**src/rtl/bs_decoder.sv**
```systemverilog
// bs_decoder -- receive-side USB bit-unstuffer and PID checker.
// Sits between the NRZI decoder and the receive CRC checker. One serial bit
// is consumed per clock. Stuffed zeros are dropped, the PID is checked, and
// each payload bit after the PID is qualified for the CRC unit.
//
// state | meaning
// ------+---------------------------------------------------------------
// IDLE  | waiting for start_decode
// PID   | shifting in the PID bits, LSB first
// DATA  | forwarding payload bits and dropping stuffed bits
// DONE  | one cycle after end_decode, then back to IDLE
//
// Ports:
//   clk           system clock, rising edge
//   rst_n         asynchronous active-low reset
//   start_decode  one-cycle pulse with the first PID bit on s_in
//   end_decode    one-cycle pulse the cycle after the last packet bit
//   s_in          serial bit from the NRZI decoder
//   rc_PIDerror   synchronous clear of PID_error
//   s_out         registered copy of the last accepted bit
//   start_rc_crc  s_out carries a valid payload bit for the CRC unit
//   end_rc_crc    one-cycle end-of-packet pulse
//   PID_error     sticky PID check failure (or truncated PID)
module bs_decoder #(
  parameter int PID_BITS  = 8,
  parameter int STUFF_RUN = 6
) (
  input  logic clk,
  input  logic rst_n,
  input  logic start_decode,
  input  logic end_decode,
  input  logic s_in,
  input  logic rc_PIDerror,
  output logic s_out,
  output logic start_rc_crc,
  output logic end_rc_crc,
  output logic PID_error
);

  localparam int CW   = $clog2(PID_BITS + 1);
  localparam int OW   = $clog2(STUFF_RUN + 1);
  localparam int HALF = PID_BITS / 2;
  localparam logic [CW-1:0] LAST_PID = CW'(PID_BITS - 1);
  localparam logic [OW-1:0] RUN_MAX  = OW'(STUFF_RUN);

  typedef enum logic [1:0] {IDLE, PID, DATA, DONE} state_t;

  state_t              state, state_nxt;
  logic [CW-1:0]       bit_cnt, bit_cnt_nxt;
  logic [OW-1:0]       ones_cnt, ones_cnt_nxt, ones_inc;
  logic [PID_BITS-1:0] pid_sr, pid_sr_nxt, pid_full;
  logic                pid_ok, pid_ok_nxt;
  logic                pid_valid;
  logic                s_out_nxt, crc_nxt, end_nxt, err_nxt;

  // PID register with the current bit merged in at its arrival position.
  assign pid_full  = pid_sr | (PID_BITS'(s_in) << bit_cnt);
  assign pid_valid = (pid_full[HALF-1:0] == ~pid_full[PID_BITS-1:HALF]);

  // Saturating so a malformed PID with a long run of ones cannot wrap.
  assign ones_inc = (ones_cnt == RUN_MAX) ? ones_cnt : ones_cnt + OW'(1);

  always_ff @(posedge clk or negedge rst_n) begin
    if (!rst_n) begin
      state        <= IDLE;
      bit_cnt      <= '0;
      ones_cnt     <= '0;
      pid_sr       <= '0;
      pid_ok       <= 1'b0;
      s_out        <= 1'b0;
      start_rc_crc <= 1'b0;
      end_rc_crc   <= 1'b0;
      PID_error    <= 1'b0;
    end else begin
      state        <= state_nxt;
      bit_cnt      <= bit_cnt_nxt;
      ones_cnt     <= ones_cnt_nxt;
      pid_sr       <= pid_sr_nxt;
      pid_ok       <= pid_ok_nxt;
      s_out        <= s_out_nxt;
      start_rc_crc <= crc_nxt;
      end_rc_crc   <= end_nxt;
      PID_error    <= err_nxt;
    end
  end

  always_comb begin
    state_nxt    = state;
    bit_cnt_nxt  = bit_cnt;
    ones_cnt_nxt = ones_cnt;
    pid_sr_nxt   = pid_sr;
    pid_ok_nxt   = pid_ok;
    s_out_nxt    = s_out;
    crc_nxt      = 1'b0;
    end_nxt      = 1'b0;
    // Set conditions below override this clear.
    err_nxt      = PID_error & ~rc_PIDerror;

    if (start_decode) begin
      // Start (or restart) a packet: s_in is PID bit 0.
      state_nxt    = PID;
      bit_cnt_nxt  = CW'(1);
      ones_cnt_nxt = OW'(s_in);
      pid_sr_nxt   = PID_BITS'(s_in);
      pid_ok_nxt   = 1'b0;
      s_out_nxt    = s_in;
      err_nxt      = 1'b0;
    end else begin
      case (state)
        IDLE: begin
          state_nxt = IDLE;
        end
        PID: begin
          if (end_decode) begin
            // Truncated PID.
            state_nxt = DONE;
            end_nxt   = 1'b1;
            err_nxt   = 1'b1;
          end else begin
            s_out_nxt    = s_in;
            pid_sr_nxt   = pid_full;
            bit_cnt_nxt  = bit_cnt + CW'(1);
            ones_cnt_nxt = s_in ? ones_inc : '0;
            if (bit_cnt == LAST_PID) begin
              state_nxt  = DATA;
              pid_ok_nxt = pid_valid;
              if (!pid_valid) err_nxt = 1'b1;
            end
          end
        end
        DATA: begin
          if (end_decode) begin
            state_nxt = DONE;
            end_nxt   = 1'b1;
          end else if (ones_cnt == RUN_MAX) begin
            // Stuffed bit (or stuffing violation): dropped, s_out held.
            ones_cnt_nxt = '0;
          end else begin
            s_out_nxt    = s_in;
            crc_nxt      = pid_ok;
            ones_cnt_nxt = s_in ? ones_inc : '0;
          end
        end
        DONE: begin
          state_nxt = IDLE;
        end
        default: begin
          state_nxt = IDLE;
        end
      endcase
    end
  end

endmodule

```
**config.mk**
```make
export PLATFORM = sky130hd
export DESIGN_NAME = bs_decoder
export DESIGN_NICKNAME = d
export VERILOG_FILES = /design/src/rtl/bs_decoder.sv
export SDC_FILE = /design/constraint.sdc
export NUM_CORES = 1
export LEC_CHECK = 0
export CORE_MARGIN = 3
export CORE_UTILIZATION = 45
export DETAILED_ROUTE_END_ITERATION = 6
export PLACE_DENSITY = 0.64
export SYNTH_ARGS = -nofsm -noshare
export SYNTH_HDL_FRONTEND = slang
export SYNTH_SLANG_ARGS = --single-unit
```
**constraint.sdc**
```tcl
create_clock -name clk -period 1.6 [get_ports clk]
set_input_delay 0.4 -clock clk [delete_from_list [all_inputs] [get_ports clk]]
set_output_delay 0.4 -clock clk [all_outputs]
set_load 0.005 [all_outputs]
```
Word level (Yosys, flattened, before mapping)
Cells that the tools add are included.

storage, ports and cells
  register bits = 22
  input port bits = 6
  output and inout bits = 4
  logic and storage cells = 78

cells by class
  add/sub/neg operators = 2
  equal/unequal tests = 12
  shifts and indexed selects = 1
  muxes and demuxes = 39
  bitwise logic cells = 4
  reduce and logical (&&, ||, !) cells = 11

operator list
  kind                 number
  $mux 8               3
  $mux 1               20
  $mux 3               6
  $mux 4               3
  $ne 3x3->1 const B   4
  $mux 2               4
  $or 8x8->8           1
  $shl 1x4->8          1
  $pmux 2 s3           1
  $pmux 3 s2           1
  $reduce_and 3->1     2
  $add 4x1->4 const B  1
  $eq 2x2->1 const B   2
  $eq 4x3->1 const B   1
  $eq 4x4->1           1
  $ne 4x4->1 const B   1
  $not 4->4            1
  $reduce_and 2->1     2
  $reduce_and 4->1     1
  $reduce_bool 2->1    2
  $reduce_or 2->1      2
  $add 3x1->3 const B  1
  $eq 3x3->1 const B   1
  $reduce_bool 3->1    1
  6 further kinds      6

Longest topological paths before layout
Gate-level depths: netlist of the first run.

  depth in word-level cells = 9
  mapped depth = 8
  depth with buffers taken out = 7

Least setup slack after synthesis of the first run
OpenSTA, ideal clock, no wires.

  kind = register -> register
  from = register bit_cnt[0]
  to = register PID_error
  library setup time = 0.121 ns
  arrival time = 1.505 ns
  required time = 1.479 ns
  path slack = -0.026 ns
  cell stages (with the launch flop) = 7
  period minus slack after synthesis = 1.626 ns
  cells stage by stage = dfrtp_1 > buf_6 > nor4b_4 > nor3_1 > a311oi_1 > nand4_1 > a32o_2

on the way
  longest elaborated chain between the ends = 9
  elaborated cells on any way between the ends = 10
  those cells by class = eq/ne: 2; shift: 1; mux: 5; bitwise: 2

ends and longest elaborated chain
  item                    line  RTL
  start, declared         49    logic [CW-1:0] bit_cnt, bit_cnt_nxt;
  start signal, assigned  76    bit_cnt <= bit_cnt_nxt;
  $shl 1x4->8             57    assign pid_full = pid_sr | (PID_BITS'(s_in) << bit_cnt);
  $or 8x8->8              57
  $not 4->4               58    assign pid_valid = (pid_full[HALF-1:0] == ~pid_full[PID_BITS-1:HALF]);
  $eq 4x4->1              58
  $mux 1                  127   if (!pid_valid) err_nxt = 1'b1;
  $mux 1 (*)              124   if (bit_cnt == LAST_PID) begin
  $mux 1 (*)              114   if (end_decode) begin
  $mux 1 (*)              109   case (state)
  $mux 1 (*)              99    if (start_decode) begin
  named net err_nxt       54    logic s_out_nxt, crc_nxt, end_nxt, err_nxt;
  end signal, assigned    83    PID_error <= err_nxt;
  end, declared           37    output logic PID_error

The timed path passes the listed nets; every way through them passes the cells marked *.
A chain may end at the register's enable or synchronous reset.

Final worst setup path of the first run
  from = register bit_cnt[1]
  to = register PID_error

Same word-level chain as after synthesis.

==> parameters.txt, run 1 <==
Parameter                              Value

Outcome
  Outcome    finished, violations left
  Violated checks    setup timing

Layout
  Share of cells above drive strength 1    0.307
  Final Instance Area    between 1500 and 2000 sq um
  Total number of nets in the final design    between 150 and 200
  Most frequent standard cell in the layout excluding fill and tap cells    buf_4
  Area Overhead vs Synth    36.6%
  Diode insertion count for antenna repair    0
  Final cell count without fillers    ~200
  Top library cells by usage in the layout, fill and taps aside    29 x buf_4, 20 x dfrtp_1, 17 x nor2_1

Place
  Final HPWL DP    ~2100 microns
  Number of placed cells counting well taps    roughly 190
  Count of buffers inserted at the top-level ports    9
  GP Congestion    roughly 0.88
  Placed Area    about 1500 sq um

Route
  Number of vias in the routed layout    approximately 1,100
  DRC    0
  Final Routed Wirelength    about 2900 microns
  Avg WL per Cell    about 15 microns
  DR pass1 iterations    4
  Post-DRT Antenna Nets    0
  DRT iter0 DRCs    47
  Detail-routed via count per cell    5.47

Timing
  Slack of the critical path    -0.102 ns
  Remaining max-slew budget at the tightest pin    0.782
  Number of failing hold endpoints at the final stage    0
  Final setup violation count    2
  Clk_skew    roughly 0.012 ns
  Max-slew violation count    0
  RSZ-0062 raised after global routing    yes
  Period utilization    1.06
  Maximum clock frequency    ~600 MHz
  Period minus WS final    1.70 ns
  Transition time of the tightest slew-check pin    roughly 0.33 ns

Clocking
  Root buffer selected by CTS    clkbuf_4
  Clock buffer count from CTS    3
  Number of hold buffers added after cts    0
  CTS tree    built
  Number of sinks on the clock net    22
  Clock-pin slew on the worst setup and hold paths    0.14 ns
  Clock latency reported for the late side of the worst-skew pair    around 0.32 ns
  Total number of H-tree levels    1
  Buffers from clock root to sink, at most    2

Synthesis
  Fraction of the mapped netlist area in simple logic gates    0.204
  Xor and xnor area share after synthesis    0.0217
  Number of cells produced by synthesis    ~130
  Adder-cell area share of the yosys netlist    0.0516
  Post-synthesis compound-gate area fraction    0.193
  Ys flop type    dfrtp_1
  Number of enable-type register cells in the synthesized netlist    0
  Syn Nets    138
  Share of flip-flops with an asynchronous set or reset    1.00
  Syn_area_per_cell    9.55 sq um
  Main combinational cell family by area after synthesis    simple AND/OR/NAND/NOR gates
  Distinct cell type count after synthesis    36
  Mux cell area share after synthesis    0.0279
  Sequential element share of the synthesized area    0.454
  Number of flip-flops and latches in the synthesized netlist    22
  Post-synthesis cell area    between 1000 and 1500 sq um
  Count of synthesis-stage warnings from yosys    0

Power and ir drop
  Max rail drop VDD    approximately 0.85 mV
  Power density of the placed cells    around 1200 nW/um^2
  Static leakage    0.763 nW

Setup path
  CP endpoint kind    register
  Kind of critical path    reg2reg
  Arrival time reported for the critical path endpoint    1.93 ns
  Launching point of the worst reg2reg path    bit_cnt[1]$_DFFE_PN0P_
  Highest fanout seen on the critical path    6
  Sort of element at the start of the critical path    register
  Reg2reg path depth    6
  Worst flop-to-flop path endpoint    PID_error$_DFF_PN0_
  WP data required    roughly 1.8 ns
  Register-to-register path setup slack    -0.10 ns

Die
  Initial core utilization    0.481
  Area of the core region    between 2000 and 3000 sq um
  Die area    between 3000 and 4000 sq um
  Overall die width    between 50 and 60 microns
  Placement Rows    18
  Floorplan die height    between 50 and 60 microns
  Number of top-level pins    10

Global route
  Maximum number of pins on one net before global-route repair    23
  Congestion Overflow GR    0
  Combined global-route utilization of all metal layers    0.185
  Vias in the first global route    about 1,100
  First-pass GRT wire length    roughly 4900 microns
  Initial antenna violation count    0

Run
  # Max-Cap Violations    0

Min path
  Path type of the worst min-delay path    in2async
layout make-up:
type	instances	area, sq um
flip-flops and latches	22	553
repair buffers	40	330
clock buffers	3	22.5
well taps	30	37.5
multi-input cells	92	653
clock inverters	1	30.0
fillers	192	866
inverters	8	30.0
how the worst max path moves through the flow:
stage	cells past startpoint	end	start	slack, ns
after floorplan	5	PID_error$_DFF_PN0_	bit_cnt[1]$_DFFE_PN0P_	0.005
after global placement	6	PID_error$_DFF_PN0_	s_in	-0.44
after detailed placement	6	PID_error$_DFF_PN0_	s_in	-0.53
after CTS	5	PID_error$_DFF_PN0_	bit_cnt[0]$_DFFE_PN0P_	-0.08
after global routing	6	PID_error$_DFF_PN0_	bit_cnt[1]$_DFFE_PN0P_	-0.14
final	6	PID_error$_DFF_PN0_	bit_cnt[1]$_DFFE_PN0P_	-0.10
Yosys cell counts (3+ instances only):
cell type,count,area share
clkbuf_1,3,0.0093
dfrtp_1,22,0.45
nor3_1,6,0.025
inv_1,8,0.025
nand2_1,10,0.031
mux2_2,3,0.028
nor2_1,17,0.053
a21oi_1,11,0.045
ha_1,5,0.052
o21ai_0,8,0.033
a211oi_1,3,0.019
repair_timing:
item / in CTS / in global routing
endpoints found under the setup margin: 4 / 9
pin swaps: 2 / 4
gates cloned: 0 / 0
resized for setup: 4 / 12
setup buffers: 2 / 1
endpoints found under the hold margin: 0 / 0
sequential cells by signal, indices dropped and copies added, names as in the netlist, 2 cells and up:
register / flops
bit_cnt: 4
ones_cnt: 3
pid_sr: 8
state: 2
critical path: stages (launching register included):
cell and delay (ns):
dfrtp_2 0.49, buf_4 0.17, nand3_1 0.15, a2111oi_4 0.09
a311oi_2 0.26, nand4_1 0.16, a32o_2 0.29
cell families (layout without fill, tap and decap cells):
group | Yosys count | after routing
buffers and inverters | 13 | 52
and+or+nand+nor | 46 | 46
AOI/OAI and AO/OA | 35 | 35
xor gates and xnor gates | 3 | 3
DFF | 22 | 22
muxes | 3 | 3
adders and majority gates | 5 | 5
stage by stage:
stage	total power [W]	utilization	setup TNS, ns	worst slack [ns]	hold WS [ns]
CTS	0.00186	0.630	-0.125	-0.0761	0.412
detailed placement	0.00140	0.604	-1.95	-0.526	0.500
global placement	0.00138	0.604	-1.72	-0.444	0.487
floorplan	0.00112	-	0	0.00537	0.104
global route	0.00204	0.657	-0.280	-0.138	0.402
finish	0.00191	0.657	-0.145	-0.102	0.406
power breakdown:
part	switching (W)	internal [W]	leakage [nW]
registers	0.0000971	0.000641	0.287
logic	0.000343	0.000392	0.448
clock network	0.000182	0.000253	0.0279
total	0.000622	0.00129	0.763
per-layer routing:
| layer | up-vias | routed length (microns) | global-route usage | part of all wire |
|---|---|---|---|---|
| met3 | 2 | 88 | 0.0290 | 0.031 |
| li1 | 534 | - | - | - |
| met2 | 19 | 1420 | 0.321 | 0.50 |
| met1 | 518 | 1330 | 0.229 | 0.47 |
| met4 | 0 | 14 | 0.0762 | 0.0049 |
| met5 | - | 0 | 0 | 0 |
(Power assumes the default switching activity.)
==> inputs of run 2 (changes only) <==
--- a/config.mk
+++ b/config.mk
@@ -7,6 +7,7 @@
 export LEC_CHECK = 0
 export CORE_MARGIN = 3
 export CORE_UTILIZATION = 45
+export CTS_CLUSTER_SIZE = 40
 export DETAILED_ROUTE_END_ITERATION = 6
 export PLACE_DENSITY = 0.64
 export SYNTH_ARGS = -nofsm -noshare
==> results of run 2 <==
The final DEF is identical to that of run 1; final timing and power are the same.
==> inputs of run 3 (changes only) <==
--- a/config.mk
+++ b/config.mk
@@ -9,7 +9,7 @@
 export CORE_UTILIZATION = 45
 export CTS_CLUSTER_SIZE = 40
 export DETAILED_ROUTE_END_ITERATION = 6
-export PLACE_DENSITY = 0.64
+export PLACE_DENSITY = 0.73
 export SYNTH_ARGS = -nofsm -noshare
 export SYNTH_HDL_FRONTEND = slang
 export SYNTH_SLANG_ARGS = --single-unit
==> constraint.sdc (replaced) <==
create_clock -name clk -period 1.6 [get_ports clk]
set_input_delay 0.32 -clock clk [delete_from_list [all_inputs] [get_ports clk]]
set_output_delay 0.32 -clock clk [all_outputs]
set_load 0.005 [all_outputs]
==> run 3 against run 2 <==
Clock-buffer cell count is the same. The flow still finishes with violations (setup timing). Largest cell class unchanged. Design area fell by 3.3%. Clock skew is 0.00052 ns higher. Routed wire length fell by 5.0%. Hold slack worse by 0.056 ns. First-iteration DRC count decreased by 23%. Sequential share of layout area is 1.1 points higher.
==> parameters.txt, run 3 (same netlist as run 1, synthesis figures left out) <==
Parameter                              Value

Outcome
  Outcome    finished, violations left (unchanged)
  Violated checks    setup timing (unchanged)

Timing
  Period utilization    1.02 (was 1.06)
  Remaining max-slew budget at the tightest pin    0.790 (was 0.782)
  Maximum clock frequency    613 MHz (was 588 MHz)
  Period minus WS final    1.63 ns (was 1.70 ns)
  Final setup violation count    2 (unchanged)
  Transition time of the tightest slew-check pin    0.311 ns (was 0.326 ns)
  Clk_skew    0.0130 ns (was 0.0125 ns)
  Number of failing hold endpoints at the final stage    0 (unchanged)
  Max-slew violation count    0 (unchanged)
  Slack of the critical path    -0.0312 ns (was -0.102 ns)
  RSZ-0062 raised after global routing    yes (unchanged)
  Setup tns final    -0.0609 ns (was -0.145 ns)

Run
  # Max-Cap Violations    0 (unchanged)

Clocking
  Root buffer selected by CTS    clkbuf_4 (unchanged)
  Total number of H-tree levels    1 (unchanged)
  Clock buffer count from CTS    3 (unchanged)
  Clock-pin slew on the worst setup and hold paths    0.12 ns (was 0.14 ns)
  Clock latency reported for the late side of the worst-skew pair    0.30 ns (was 0.32 ns)
  Number of sinks on the clock net    22 (unchanged)
  Buffers from clock root to sink, at most    2 (unchanged)
  CTS tree    built (unchanged)
  Number of hold buffers added after cts    0 (unchanged)

Route
  Number of vias in the routed layout    1,080 (was 1,073)
  Final Routed Wirelength    2720 microns (was 2860 microns)
  DRT iter0 DRCs    36 (was 47)
  Avg WL per Cell    13.9 microns (was 14.6 microns)
  DRC    0 (unchanged)
  Post-DRT Antenna Nets    0 (unchanged)
  Detail-routed via count per cell    5.54 (was 5.47)
  DR pass1 iterations    4 (unchanged)

Layout
  Number of flip-flops under the largest register name    8 (unchanged)
  Area Overhead vs Synth    32.1% (was 36.6%)
  Final cell count without fillers    195 (was 196)
  Top library cells by usage in the layout, fill and taps aside    30 x buf_4, 20 x dfrtp_1, 17 x nor2_1 (was 29 x buf_4, 20 x dfrtp_1, 17 x nor2_1)
  Util after Layout    0.635 (was 0.657)
  Diode insertion count for antenna repair    0 (unchanged)
  Register ranked first by flip-flop count    pid_sr (unchanged)
  Most frequent standard cell in the layout excluding fill and tap cells    buf_4 (unchanged)
  Final Instance Area    1600 sq um (was 1660 sq um)
  Total number of nets in the final design    178 (unchanged)
  Share of cells above drive strength 1    0.291 (was 0.307)
  Registers with the highest flip-flop counts    pid_sr: 8 flops, bit_cnt: 4 flops, ones_cnt: 3 flops (unchanged)

Power and ir drop
  Max rail drop VDD    0.856 mV (was 0.854 mV)
  Static leakage    0.730 nW (was 0.763 nW)
  Power density of the placed cells    1050 nW/um^2 (was 1150 nW/um^2)

Place
  Count of buffers inserted at the top-level ports    9 (unchanged)
  Final HPWL DP    2040 microns (was 2100 microns)
  GP Congestion    0.915 (was 0.884)
  Number of placed cells counting well taps    189 (unchanged)
  Placed Area    1520 sq um (unchanged)

Setup path
  Sort of element at the start of the critical path    register (unchanged)
  Highest fanout seen on the critical path    7 (was 6)
  Kind of critical path    reg2reg (unchanged)
  Slowest stage cell, crit path    dfrtp_2 (unchanged)
  Register-to-register path setup slack    -0.03 ns (was -0.10 ns)
  Delay of the slowest cell on the worst path    0.48 ns (was 0.49 ns)
  Number of buffers and inverters on the critical path    0 (was 1)
  Arrival time reported for the critical path endpoint    1.82 ns (was 1.93 ns)
  Largest delay contributor family on the critical path    simple AND/OR/NAND/NOR gates (was compound AO/OA/AOI/OAI gates)
  WP data required    1.79 ns (was 1.82 ns)
  CP endpoint kind    register (unchanged)
  Crit path cell chain    or3b_4, a2111oi_4, a311oi_1, nand4_1, o21ai_0 (was buf_4, nand3_1, a2111oi_4, a311oi_2, nand4_1, a32o_2)

Global route
  Vias in the first global route    1,024 (was 1,146)
  First-pass GRT wire length    4530 microns (was 4860 microns)
  Combined global-route utilization of all metal layers    0.176 (was 0.185)
  Congestion Overflow GR    0 (unchanged)
  Initial antenna violation count    0 (unchanged)
  Maximum number of pins on one net before global-route repair    23 (unchanged)

Die
  Overall die width    57.9 microns (unchanged)
  Die area    3350 sq um (unchanged)
  Placement Rows    18 (unchanged)
  Initial core utilization    0.481 (unchanged)
  Number of top-level pins    10 (unchanged)
  Area of the core region    2520 sq um (unchanged)
  Floorplan die height    57.9 microns (unchanged)

Min path
  Path type of the worst min-delay path    in2async (unchanged)
-- run 3: per-layer routing --
layer / vias to the layer above / part of all wire / wire, microns / global-route usage
li1: 532 / - / - / -
met1: 520 / 0.46 / 1250 / 0.232
met2: 24 / 0.49 / 1320 / 0.279
met3: 4 / 0.044 / 119 / 0.0334
met4: 0 / 0.0085 / 23 / 0.0861
met5: - / 0 / 0 / 0
-- run 3: metrics by stage --
| step | setup WS, ns | hold WS (ns) | total power [W] |
|---|---|---|---|
| 2_1_floorplan | 0.00537 | 0.0244 | 0.00112 |
| 5_1_grt | -0.154 | 0.372 | 0.00182 |
| 6_report | -0.0312 | 0.350 | 0.00168 |
| 4_1_cts | -0.0492 | 0.364 | 0.00165 |
| 3_5_place_dp | -0.384 | 0.503 | 0.00140 |
| 3_3_place_gp | -0.337 | 0.485 | 0.00138 |
-- run 3: cell type report --
cell class | instances | area (sq um)
fillers | 201 | 921
well taps | 30 | 37.5
repair buffers | 40 | 327
clock buffers | 3 | 22.5
multi-input cells | 92 | 632
flip-flops and latches | 22 | 553
inverters | 8 | 30.0
-- run 3: report_power, final --
| part | switching (W) | leakage, nW | internal (W) |
|---|---|---|---|
| Clock | 0.000150 | 0.0138 | 0.0000877 |
| Combinational | 0.000330 | 0.429 | 0.000383 |
| Sequential | 0.0000902 | 0.287 | 0.000641 |
-- run 3: final timing paths --
check	cells after the start	from	end
worst max register to register	5	bit_cnt[0]$_DFFE_PN0P_	pid_ok$_DFFE_PN0P_
worst max-delay path	5	bit_cnt[0]$_DFFE_PN0P_	pid_ok$_DFFE_PN0P_
max in group asynchronous	2	rst_n	bit_cnt[1]$_DFFE_PN0P_
worst min-delay path	2	rst_n	state[0]$_DFFE_PN0P_
worst min register to register	1	s_out$_DFFE_PN0P_	s_out$_DFFE_PN0P_
min in group clk	1	s_out$_DFFE_PN0P_	s_out$_DFFE_PN0P_
-- run 3: what timing repair did --
action,4_1_cts,5_1_grt
resized for setup,2,7
pin swaps,1,6
setup endpoints to repair,2,5
buffers inserted,0,3
gates cloned,0,0
hold endpoints to repair,0,0
